`src/rtl/uart_trig_pkg.sv`:
```
// -----------------------------------------------------------------------------
// uart_trig_pkg
// Shared definitions for the UART trigger/control block:
//   - command byte constants (set, trigger, pad, acknowledge)
//   - parser state enumeration
//   - bit-period helper (clocks per serial bit)
// -----------------------------------------------------------------------------
package uart_trig_pkg;

    localparam logic [7:0] CMD_SET  = 8'h53;
    localparam logic [7:0] CMD_TRIG = 8'h5C;
    localparam logic [7:0] CMD_PAD  = 8'h00;
    localparam logic [7:0] ACK      = 8'hA5;

    typedef enum logic [2:0] {
        ST_IDLE,
        ST_S_ZERO,
        ST_S_CH,
        ST_S_VAL,
        ST_T_ZERO,
        ST_ACK
    } parser_state_e;

    // Clocks per serial bit for a given system clock and baud rate.
    function automatic int unsigned bit_period(input int unsigned clk_hz,
                                               input int unsigned baud);
        return clk_hz / baud;
    endfunction

endpackage

```
`src/rtl/uart_rx.sv`:
```
// -----------------------------------------------------------------------------
// uart_rx
// 8N1 serial receiver with a two-flop input synchronizer.
// Ports:
//   clk, nrst    : system clock, asynchronous active-low reset
//   rx_i         : raw serial input (idle high)
//   rx_sync_o    : synchronized copy of rx_i
//   valid_o      : one-clock strobe at the stop-bit centre of a good byte
//   data_o       : received byte, held until the next good byte
// -----------------------------------------------------------------------------
module uart_rx #(
    parameter int unsigned BIT_CLKS = 1250
) (
    input  logic       clk,
    input  logic       nrst,
    input  logic       rx_i,
    output logic       rx_sync_o,
    output logic       valid_o,
    output logic [7:0] data_o
);

    localparam int unsigned HALF = BIT_CLKS / 2;
    localparam int unsigned CW   = $clog2(BIT_CLKS + 1);

    typedef enum logic [1:0] {RX_IDLE, RX_START, RX_DATA, RX_STOP} rx_state_e;

    rx_state_e      state_q;
    logic [1:0]     sync_q;
    logic           prev_q;
    logic [CW-1:0]  cnt_q;
    logic [2:0]     bit_q;
    logic [7:0]     shift_q;
    logic           valid_q;
    logic [7:0]     data_q;

    always_ff @(posedge clk or negedge nrst) begin
        if (!nrst) begin
            state_q <= RX_IDLE;
            sync_q  <= 2'b11;
            prev_q  <= 1'b1;
            cnt_q   <= '0;
            bit_q   <= '0;
            shift_q <= '0;
            valid_q <= 1'b0;
            data_q  <= '0;
        end else begin
            sync_q  <= {sync_q[0], rx_i};
            prev_q  <= sync_q[1];
            valid_q <= 1'b0;
            case (state_q)
                RX_IDLE: begin
                    // Only a true high-to-low transition starts a frame, so a
                    // line left low by a broken stop bit cannot retrigger.
                    if (prev_q && !sync_q[1]) begin
                        state_q <= RX_START;
                        cnt_q   <= CW'(HALF - 1);
                    end
                end
                RX_START: begin
                    if (cnt_q != '0) begin
                        cnt_q <= cnt_q - 1'b1;
                    end else if (!sync_q[1]) begin
                        state_q <= RX_DATA;
                        cnt_q   <= CW'(BIT_CLKS - 1);
                        bit_q   <= '0;
                    end else begin
                        state_q <= RX_IDLE;
                    end
                end
                RX_DATA: begin
                    if (cnt_q != '0) begin
                        cnt_q <= cnt_q - 1'b1;
                    end else begin
                        shift_q <= {sync_q[1], shift_q[7:1]};
                        cnt_q   <= CW'(BIT_CLKS - 1);
                        if (bit_q == 3'd7) begin
                            state_q <= RX_STOP;
                        end else begin
                            bit_q <= bit_q + 1'b1;
                        end
                    end
                end
                RX_STOP: begin
                    if (cnt_q != '0) begin
                        cnt_q <= cnt_q - 1'b1;
                    end else begin
                        // Re-arm at the stop-bit centre so a following start
                        // edge half a bit later is still caught.
                        state_q <= RX_IDLE;
                        if (sync_q[1]) begin
                            valid_q <= 1'b1;
                            data_q  <= shift_q;
                        end
                    end
                end
                default: state_q <= RX_IDLE;
            endcase
        end
    end

    assign rx_sync_o = sync_q[1];
    assign valid_o   = valid_q;
    assign data_o    = data_q;

endmodule

```
`src/rtl/uart_tx.sv`:
```
// -----------------------------------------------------------------------------
// uart_tx
// 8N1 serial transmitter, LSB first.
// Ports:
//   clk, nrst : system clock, asynchronous active-low reset
//   start_i   : request to send data_i; ignored while a frame is in progress
//   data_i    : byte to send
//   tx_o      : serial output (idle high), registered
// -----------------------------------------------------------------------------
module uart_tx #(
    parameter int unsigned BIT_CLKS = 1250
) (
    input  logic       clk,
    input  logic       nrst,
    input  logic       start_i,
    input  logic [7:0] data_i,
    output logic       tx_o
);

    localparam int unsigned CW = $clog2(BIT_CLKS + 1);

    logic           tx_q;
    logic           busy_q;
    logic [8:0]     shift_q;
    logic [3:0]     left_q;
    logic [CW-1:0]  cnt_q;

    always_ff @(posedge clk or negedge nrst) begin
        if (!nrst) begin
            tx_q    <= 1'b1;
            busy_q  <= 1'b0;
            shift_q <= '1;
            left_q  <= '0;
            cnt_q   <= '0;
        end else if (!busy_q) begin
            if (start_i) begin
                // Start bit goes out immediately; data bits then stop bit
                // are shifted from shift_q.
                tx_q    <= 1'b0;
                shift_q <= {1'b1, data_i};
                left_q  <= 4'd9;
                cnt_q   <= CW'(BIT_CLKS - 1);
                busy_q  <= 1'b1;
            end
        end else if (cnt_q != '0) begin
            cnt_q <= cnt_q - 1'b1;
        end else if (left_q == '0) begin
            busy_q <= 1'b0;
        end else begin
            tx_q    <= shift_q[0];
            shift_q <= {1'b1, shift_q[8:1]};
            left_q  <= left_q - 1'b1;
            cnt_q   <= CW'(BIT_CLKS - 1);
        end
    end

    assign tx_o = tx_q;

endmodule

```
`src/rtl/uart_trig_ctrl.sv`:
```
// -----------------------------------------------------------------------------
// uart_trig_ctrl
// Serial-command front end for four trigger channels with 8-bit control
// values. Commands:
//   53 00 ch val : vctr[ch] = val, arm channel ch, ack 0xA5
//   5C 00        : pulse every armed channel for TRIG_W clocks, clear arms, ack
// Ports:
//   clk, nrst                 : system clock, asynchronous active-low reset
//   rx                        : serial command input (idle high)
//   tx                        : serial acknowledge output (idle high)
//   txD                       : synchronized rx (debug loopback)
//   trigout_ch0..trigout_ch3  : trigger pulses
//   vctrout_ch0               : channel 0 control value
// -----------------------------------------------------------------------------
module uart_trig_ctrl
    import uart_trig_pkg::*;
#(
    parameter int unsigned CLK_HZ       = 12_000_000,
    parameter int unsigned BAUD         = 9600,
    parameter int unsigned TRIG_W       = 12,
    parameter int unsigned TIMEOUT_BITS = 64
) (
    input  logic       clk,
    input  logic       nrst,
    input  logic       rx,
    output logic       tx,
    output logic       txD,
    output logic       trigout_ch0,
    output logic       trigout_ch1,
    output logic       trigout_ch2,
    output logic       trigout_ch3,
    output logic [7:0] vctrout_ch0
);

    localparam int unsigned BIT_CLKS     = bit_period(CLK_HZ, BAUD);
    localparam int unsigned TIMEOUT_CLKS = TIMEOUT_BITS * BIT_CLKS;
    localparam int unsigned TW           = $clog2(TIMEOUT_CLKS + 1);
    localparam int unsigned PW           = $clog2(TRIG_W + 1);

    logic       rx_valid;
    logic [7:0] rx_data;

    parser_state_e   state_q;
    logic [7:0]      ch_q;
    logic [3:0][7:0] vctr_q;
    logic [3:0]      armed_q;
    logic [3:0]      trig_q;
    logic [PW-1:0]   pcnt_q;
    logic            ack_q;
    logic [TW-1:0]   tmo_q;

    uart_rx #(.BIT_CLKS(BIT_CLKS)) u_rx (
        .clk       (clk),
        .nrst      (nrst),
        .rx_i      (rx),
        .rx_sync_o (txD),
        .valid_o   (rx_valid),
        .data_o    (rx_data)
    );

    uart_tx #(.BIT_CLKS(BIT_CLKS)) u_tx (
        .clk     (clk),
        .nrst    (nrst),
        .start_i (ack_q),
        .data_i  (ACK),
        .tx_o    (tx)
    );

    always_ff @(posedge clk or negedge nrst) begin
        if (!nrst) begin
            state_q <= ST_IDLE;
            ch_q    <= '0;
            vctr_q  <= '0;
            armed_q <= '0;
            trig_q  <= '0;
            pcnt_q  <= '0;
            ack_q   <= 1'b0;
            tmo_q   <= '0;
        end else begin
            ack_q <= 1'b0;

            // Pulse timer: a running pulse is never touched by set commands.
            if (pcnt_q != '0) begin
                pcnt_q <= pcnt_q - 1'b1;
            end else begin
                trig_q <= '0;
            end

            // Inter-byte timeout, restarted by every received byte.
            if (state_q == ST_IDLE || state_q == ST_ACK || rx_valid) begin
                tmo_q <= '0;
            end else if (tmo_q == TW'(TIMEOUT_CLKS - 1)) begin
                tmo_q   <= '0;
                state_q <= ST_IDLE;
            end else begin
                tmo_q <= tmo_q + 1'b1;
            end

            case (state_q)
                ST_IDLE: begin
                    if (rx_valid) begin
                        if (rx_data == CMD_SET) begin
                            state_q <= ST_S_ZERO;
                        end else if (rx_data == CMD_TRIG) begin
                            state_q <= ST_T_ZERO;
                        end
                    end
                end
                ST_S_ZERO: begin
                    if (rx_valid) begin
                        state_q <= (rx_data == CMD_PAD) ? ST_S_CH : ST_IDLE;
                    end
                end
                ST_S_CH: begin
                    if (rx_valid) begin
                        ch_q    <= rx_data;
                        state_q <= ST_S_VAL;
                    end
                end
                ST_S_VAL: begin
                    if (rx_valid) begin
                        // An out-of-range channel still consumes the value
                        // byte, then is dropped silently.
                        if (ch_q < 8'd4) begin
                            vctr_q[ch_q[1:0]]  <= rx_data;
                            armed_q[ch_q[1:0]] <= 1'b1;
                            ack_q              <= 1'b1;
                            state_q            <= ST_ACK;
                        end else begin
                            state_q <= ST_IDLE;
                        end
                    end
                end
                ST_T_ZERO: begin
                    if (rx_valid) begin
                        if (rx_data == CMD_PAD) begin
                            trig_q  <= armed_q;
                            pcnt_q  <= PW'(TRIG_W - 1);
                            armed_q <= '0;
                            ack_q   <= 1'b1;
                            state_q <= ST_ACK;
                        end else begin
                            state_q <= ST_IDLE;
                        end
                    end
                end
                ST_ACK:  state_q <= ST_IDLE;
                default: state_q <= ST_IDLE;
            endcase
        end
    end

    assign trigout_ch0 = trig_q[0];
    assign trigout_ch1 = trig_q[1];
    assign trigout_ch2 = trig_q[2];
    assign trigout_ch3 = trig_q[3];
    assign vctrout_ch0 = vctr_q[0];

endmodule

```
`config.mk`:
```
export PLATFORM = sky130hd
export DESIGN_NAME = uart_trig_ctrl
export DESIGN_NICKNAME = d
export VERILOG_FILES = /design/src/rtl/uart_trig_pkg.sv /design/src/rtl/uart_rx.sv /design/src/rtl/uart_tx.sv /design/src/rtl/uart_trig_ctrl.sv
export SDC_FILE = /design/constraint.sdc
export NUM_CORES = 1
export LEC_CHECK = 0
export ABC_AREA = 1
export BUFFER_PORTS_ARGS = -buffer_cell sky130_fd_sc_hd__buf_2
export CAP_MARGIN = 10
export CORE_ASPECT_RATIO = 1.75
export CORE_UTILIZATION = 32
export CTS_BUF_LIST = sky130_fd_sc_hd__clkbuf_2 sky130_fd_sc_hd__clkbuf_4 sky130_fd_sc_hd__clkbuf_8
export CTS_CLUSTER_SIZE = 12
export DETAILED_ROUTE_END_ITERATION = 10
export SLEW_MARGIN = 15
export SYNTH_ARGS = -nofsm -noshare
export SYNTH_HDL_FRONTEND = slang
export SYNTH_SLANG_ARGS = --single-unit
```
`constraint.sdc`:
```
create_clock -name clk -period 1.5 [get_ports clk]
set_input_delay 0.075 -clock clk [delete_from_list [all_inputs] [get_ports clk]]
set_output_delay 0.075 -clock clk [all_outputs]
set_load 0.005 [all_outputs]
```
# [Word-level counts from Yosys, hierarchy flattened]
# Cells that the tools add are included.
[word_totals] ff_bits=135 inputBits=3 out_inout_bits=14 wordCells=167
[classes] addsub=6 n_lt_le_gt_ge=3 eq_ne=28 n_mux=79 n_bitwise=2 n_reduce_logical=25
[ops] cell="2-to-1 mux 11 bit" count=9
[ops] cell="2-to-1 mux 4 bit" count=16
[ops] cell="2-to-1 mux 3 bit" count=15
[ops] cell="one-hot mux 11 bit (4 select lines)" count=1
[ops] cell="2-to-1 mux 9 bit" count=4
[ops] cell="2-to-1 mux 17 bit" count=2
[ops] cell="bitwise mux 32 bit" count=1
[ops] cell="nonzero test 11 bit" count=2
[ops] cell="subtractor 11 x 1 -> 11 bit, second input constant" count=2
[ops] cell="!= test 2 bit, second input constant" count=9
[ops] cell="adder 17 x 1 -> 17 bit, second input constant" count=1
[ops] cell="== test 17 bit, second input constant" count=1
[ops] cell="demux 8 bit (select 2 bit)" count=1
[ops] cell="== test 8 x 7 -> 1 bit, second input constant" count=2
[ops] cell="2-to-1 mux 1 bit" count=16
[ops] cell="one-hot mux 3 bit (5 select lines)" count=1
[ops] cell="AND reduction 5 bit" count=3
[ops] cell="2-to-1 mux 2 bit" count=7
[ops] cell="AND reduction 3 bit" count=4
[ops] cell="!= test 2 x 1 -> 1 bit, second input constant" count=5
[ops] cell="== test 3 bit, second input constant" count=3
[ops] cell="zero test 8 bit" count=1
[ops] cell="< comparator 8 x 3 -> 1 bit, second input constant" count=1
[ops] cell="2-to-1 mux 8 bit" count=1
[ops] cell="25 further kinds" count=35

# [Logic depth before layout (Yosys ltp)]
[logic_depth] ltp_word=8 depth_mapped=13 mapped_depth_nobuf=13

# [By module]
# A second synthesis with hierarchy kept.
[hier_totals] hier_cells=714 area_unflattened_um2=5954.5
[modules_own_cells] mod="uart_trig_ctrl" n_inst=1 cells_per_inst=294 area_per_inst_um2=2508.7 seq_area_each_um2=1226.2
[modules_own_cells] mod="uart_rx" n_inst=1 cells_per_inst=245 area_per_inst_um2=2006.9 seq_area_each_um2=904.6
[modules_own_cells] mod="uart_tx" n_inst=1 cells_per_inst=175 area_per_inst_um2=1438.9 seq_area_each_um2=636.9

# [Worst setup path before layout]
# OpenSTA, ideal clock, no wires.
[synth_path] path_kind="register -> register" from="reg u_tx.cnt_q[0]" to="reg u_tx.left_q[3]" setup_ns=0.077 arrival_time_ns=1.481 required_time_ns=1.423 slack_ns=-0.059 path_stages_with_launch=10 path_buffers=1 period_less_slack_ns=1.559 cell_sequence="dfrtp_1 > inv_1 > ha_1 > inv_1 > nor3_2 > nand3_2 > a21oi_4 > buf_4 > nor2_1 > a21oi_1"
[synth_via] elab_chain_len=3
[synth_lines] element="from (decl)" line_no="uart_tx.sv:26" source="logic [CW-1:0] cnt_q;"
[synth_lines] element="from (signal assigned)" line_no="uart_tx.sv:42" source="cnt_q <= CW'(BIT_CLKS - 1);"
[synth_lines] element="from (signal assigned)" line_no="uart_tx.sv:46" source="cnt_q <= cnt_q - 1'b1;"
[synth_lines] element="from (signal assigned)" line_no="uart_tx.sv:53" source="cnt_q <= CW'(BIT_CLKS - 1);"
[synth_lines] element="nonzero test 11 bit" line_no="uart_tx.sv:45" source="end else if (cnt_q != '0) begin"
[synth_lines] element="!= test 2 bit (no source line)"
[synth_lines] element="AND reduction 3 bit (no source line)"
[synth_lines] element="to (signal assigned)" line_no="uart_tx.sv:52" source="left_q <= left_q - 1'b1;"
[synth_lines] element="to (decl)" line_no="uart_tx.sv:25" source="logic [3:0] left_q;"
# No other way between the ends.
# A chain may end at the register's enable or synchronous reset.

# [Worst setup path after layout]
[layout_path] from="reg u_tx.cnt_q[1]" to="reg u_tx.left_q[3]"
# Same word-level chain as after synthesis.

==> implementation parameters <==
Parameter                              Value

Clocking
  Clock-pin slew of the registers on the worst-case setup and hold paths    0.11 ns
  Clk Latency, worst-skew pair    0.37 ns
  Clk Tree Root Cell    sky130_fd_sc_hd__clkbuf_8
  Total clock buffers created by CTS    9
  H-tree depth reported by CTS    3
  Number of clock sinks    109
  TritonCTS clock tree    built
  Max Root-Sink Buffers    2

Floorplan
  IO Count    17
  Area of the die    17700 µm²
  Area of the placeable core    16900 µm²
  # rows    63
  Initial Util    32.5%
  Vertical die dimension    175 µm
  Die boundary width    101 µm

Synthesis
  Synthesized instance count    654
  Average footprint of a synthesized cell    8.39 µm²
  Warnings, synthesis    0
  Area leader, netlist    sky130_fd_sc_hd__dfrtp_1
  Fraction of synthesized cell area taken by the top area cell type    44.7%
  List of most frequent post-synthesis cells    sky130_fd_sc_hd__nand2_1 (135), sky130_fd_sc_hd__dfrtp_1 (98), sky130_fd_sc_hd__inv_1 (89)
  Number of synthesized flops with an enable pin    0
  Leading register cell type out of synthesis    sky130_fd_sc_hd__dfrtp_1
  Async set or reset register ratio after synthesis    100%
  Post-synthesis register bit count    109
  Leading cell types by total area after synthesis    sky130_fd_sc_hd__dfrtp_1 (45%), sky130_fd_sc_hd__nand2_1 (9.2%), sky130_fd_sc_hd__inv_1 (6.1%)
  Most common cell in the synthesized netlist    sky130_fd_sc_hd__nand2_1
  Number of distinct library cell variants in the gate-level netlist after synthesis    47
  Sequential area share after synthesis    50.0%
  Post-synth design cell area    5490 µm²
  Synthesized Nets    669

Detailed routing
  Antenna viol nets, final    0
  DRC marker count from the first detailed-route iteration    151
  Via count normalized by instance count    4.60
  Total wire length    12400 µm
  DRT Pass-1 Iters    4
  WL/cell    12.1 µm
  Via Count    4703
  DR DRC count    0

Worst setup path
  Reg2reg setup slack    -0.10 ns
  Crit Path Class    reg -> reg
  Worst Setup End Kind    flip-flop
  WP buf/inv    4
  Delay contributed by the slowest stage of the critical path    0.40 ns
  Startpoint of the worst register-to-register path    u_tx.cnt_q[1]$_DFFE_PN0P_
  Critical path's top delay family    flip-flops
  Largest fanout of any net on the critical path    6
  CP required    1.76 ns
  Length in cells of the worst reg-to-reg path    10
  CP max stage cell    sky130_fd_sc_hd__dfrtp_1
  Crit path launch type    flip-flop
  Most common cell type on the critical path    sky130_fd_sc_hd__inv_4
  Cells along the critical path    inv_2 -> ha_4 -> inv_4 -> nor3_4 -> nand3_2 -> a21oi_4 -> buf_12 -> nand2_4 -> inv_4 -> a21oi_2
  Critical R2R Capture    u_tx.left_q[3]$_DFFE_PN0P_
  Arrival time at the worst endpoint    1.86 ns

Timing
  RSZ-0062 raised after global routing    yes
  Worst clock skew    0.0149 ns
  Max Freq    623 MHz
  Number of failing hold endpoints at the final stage    0
  Total count of max-transition violations in the final report    0
  Final Critical Period    1.60 ns
  Setup slack of the critical path after layout    -0.104 ns
  Tcrit/Tclk final    107%
  Worst slew pin tran    0.319 ns
  Post-Route Hold Slack    0.131 ns
  Max-slew headroom    78.6%
  Final setup viols    39

Placed design
  DP Cell Count    978
  Routability congestion estimate from global placement    0.838
  Placed wire-length estimate after detailed placement    8980 µm
  Count of buffers from port buffering    16

Global route
  Total grt overflow    0
  GRT Total Usage    14.7%
  Initial antenna violation count    0
  Largest net degree at the start of global routing    41
  Global-route wire length before repair    20500 µm
  Vias in the first global route    4678

Final layout
  Multi-input logic area    2860 µm²
  Antenna Diode Count    0
  Final standard cell utilization of the core    44.7%
  Area taken by flip-flops and latches    2750 µm²
  Area growth from synthesis to layout    37.3%
  Layout fillers    1700
  Cell Count, Final, Fillers Out    1023
  Proportion of layout cells with a drive suffix above 1    38.4%
  Net count of the finished layout    807

Outcome
  Outcome    finished, violations left
  Violations in the final reports    negative setup slack

Power and ir drop
  Highest ir drop seen on vdd    0.980 mV
  Total power    9.15 mW
  Static Leak    3.61 nW
  PwrDens    1210 nW/µm²

Flow run
  Maximum Capacitance Violations    0

Worst hold path
  Class of the tightest hold or removal check    in -> async
[state kept, by name, summed over array words and instances (netlist names), named ones only]
| signal | flops |
|---|---|
| tmo_q | 17 |
| u_rx.cnt_q | 11 |
| u_tx.cnt_q | 11 |
| ch_q | 8 |
| u_rx.data_o | 8 |
| u_rx.shift_q | 8 |
| vctrout_ch0 | 8 |
| u_tx.shift_q | 7 |
| armed_q | 4 |
| pcnt_q | 4 |
| trig_q | 4 |
| u_tx.left_q | 4 |
| state_q | 3 |
| u_rx.bit_q | 3 |
| u_rx.sync_q | 2 |
| ack_q | 1 |
| u_rx.prev_q | 1 |
| u_rx.state_q | 1 |
| u_rx.valid_o | 1 |
| u_tx.busy_q | 1 |
| u_tx.tx_o | 1 |
[report_power, final]
group	switching [mW]	leakage (nW)	internal, mW	total (mW)
combinational	2.17	2.06	1.89	4.06
clock	1.02	0.0909	0.665	1.69
sequential	0.184	1.46	3.21	3.40
total	3.38	3.61	5.77	9.15
[how the worst max path moves through the flow]
stage / from / end / slack [ns] / depth (start not counted)
after global placement: u_tx.cnt_q[1]$_DFFE_PN0P_ / u_tx.left_q[3]$_DFFE_PN0P_ / -0.11 / 9
after detailed placement: u_tx.cnt_q[1]$_DFFE_PN0P_ / u_tx.left_q[0]$_DFFE_PN0P_ / -0.18 / 8
final: u_tx.cnt_q[1]$_DFFE_PN0P_ / u_tx.left_q[3]$_DFFE_PN0P_ / -0.10 / 10
after CTS: u_tx.cnt_q[1]$_DFFE_PN0P_ / u_tx.left_q[3]$_DFFE_PN0P_ / -0.09 / 10
after global routing: u_tx.cnt_q[1]$_DFFE_PN0P_ / u_tx.left_q[3]$_DFFE_PN0P_ / -0.20 / 10
after floorplan: u_tx.cnt_q[0]$_DFFE_PN0P_ / u_tx.left_q[3]$_DFFE_PN0P_ / -0.03 / 9
[cell type report]
| type | count | area share (%) |
|---|---|---|
| Multi-Input combinational cell | 443 | 37.9 |
| Sequential cell | 109 | 36.4 |
| Timing Repair Buffer | 134 | 14.4 |
| Inverter | 95 | 5.00 |
| Tap cell | 227 | 3.77 |
| Clock buffer | 10 | 1.83 |
| Clock inverter | 5 | 0.598 |
[timing repair]
item | in CTS | in global routing
pin swaps | 16 | 28
hold buffers | 2 | 0
gates resized for setup | 61 | 112
cloned | 1 | 0
endpoints found under the setup margin | 43 | 92
hold endpoints to repair | 103 | 0
setup buffers | 12 | 16
[cells in the final DEF, fill, tap and decap left out, types with 5 or more instances in the layout]
cell / netlist / layout
sky130_fd_sc_hd__ha_1: 12 / 6
sky130_fd_sc_hd__nand3_1: 43 / 32
sky130_fd_sc_hd__dfstp_2: 11 / 11
sky130_fd_sc_hd__a21oi_1: 14 / 10
sky130_fd_sc_hd__inv_2: 5 / 17
sky130_fd_sc_hd__nor2_4: 3 / 14
sky130_fd_sc_hd__buf_6: 2 / 12
sky130_fd_sc_hd__buf_12: 0 / 5
sky130_fd_sc_hd__nand2_4: 4 / 11
sky130_fd_sc_hd__nand2_1: 135 / 117
sky130_fd_sc_hd__buf_4: 1 / 99
sky130_fd_sc_hd__nor3_1: 20 / 13
sky130_fd_sc_hd__o21ai_1: 5 / 18
sky130_fd_sc_hd__nand3_2: 4 / 12
sky130_fd_sc_hd__nand2_2: 7 / 17
sky130_fd_sc_hd__clkbuf_8: 0 / 10
sky130_fd_sc_hd__inv_1: 89 / 73
sky130_fd_sc_hd__o21ai_0: 56 / 29
sky130_fd_sc_hd__o21ai_2: 3 / 15
sky130_fd_sc_hd__nor3_2: 1 / 7
sky130_fd_sc_hd__nor2_2: 6 / 8
sky130_fd_sc_hd__xor2_1: 7 / 7
sky130_fd_sc_hd__nand4_1: 8 / 8
sky130_fd_sc_hd__buf_2: 4 / 15
sky130_fd_sc_hd__dfrtp_1: 98 / 95
sky130_fd_sc_hd__nor2_1: 71 / 58
[cells by family after synthesis]
logic type | share of synthesized area, %
buf+inv | 7.53
flops | 50.0
fa+ha+maj | 2.74
xor+xnor | 1.76
compound gates | 11.0
mux | 0.205
simple gates | 26.8
[stage by stage]
stage / instance area (µm²) / worst slack, ns / setup TNS [ns]
global route: 7530 / -0.202 / -7.56
floorplan: 5520 / -0.0272 / -0.100
detailed placement: 6540 / -0.179 / -3.29
finish: 7530 / -0.104 / -1.88
global placement: 6540 / -0.111 / -2.11
CTS: 7010 / -0.0867 / -1.18
[per-layer routing]
layer	global-route usage, %	wire (µm)	up-vias
met5	0	0	-
met4	5.68	257	0
met3	2.08	168	20
met2	29.1	7270	36
met1	14.9	4720	2252
li1	-	-	2395
Note: power is estimated with default switching activity, not from simulation.
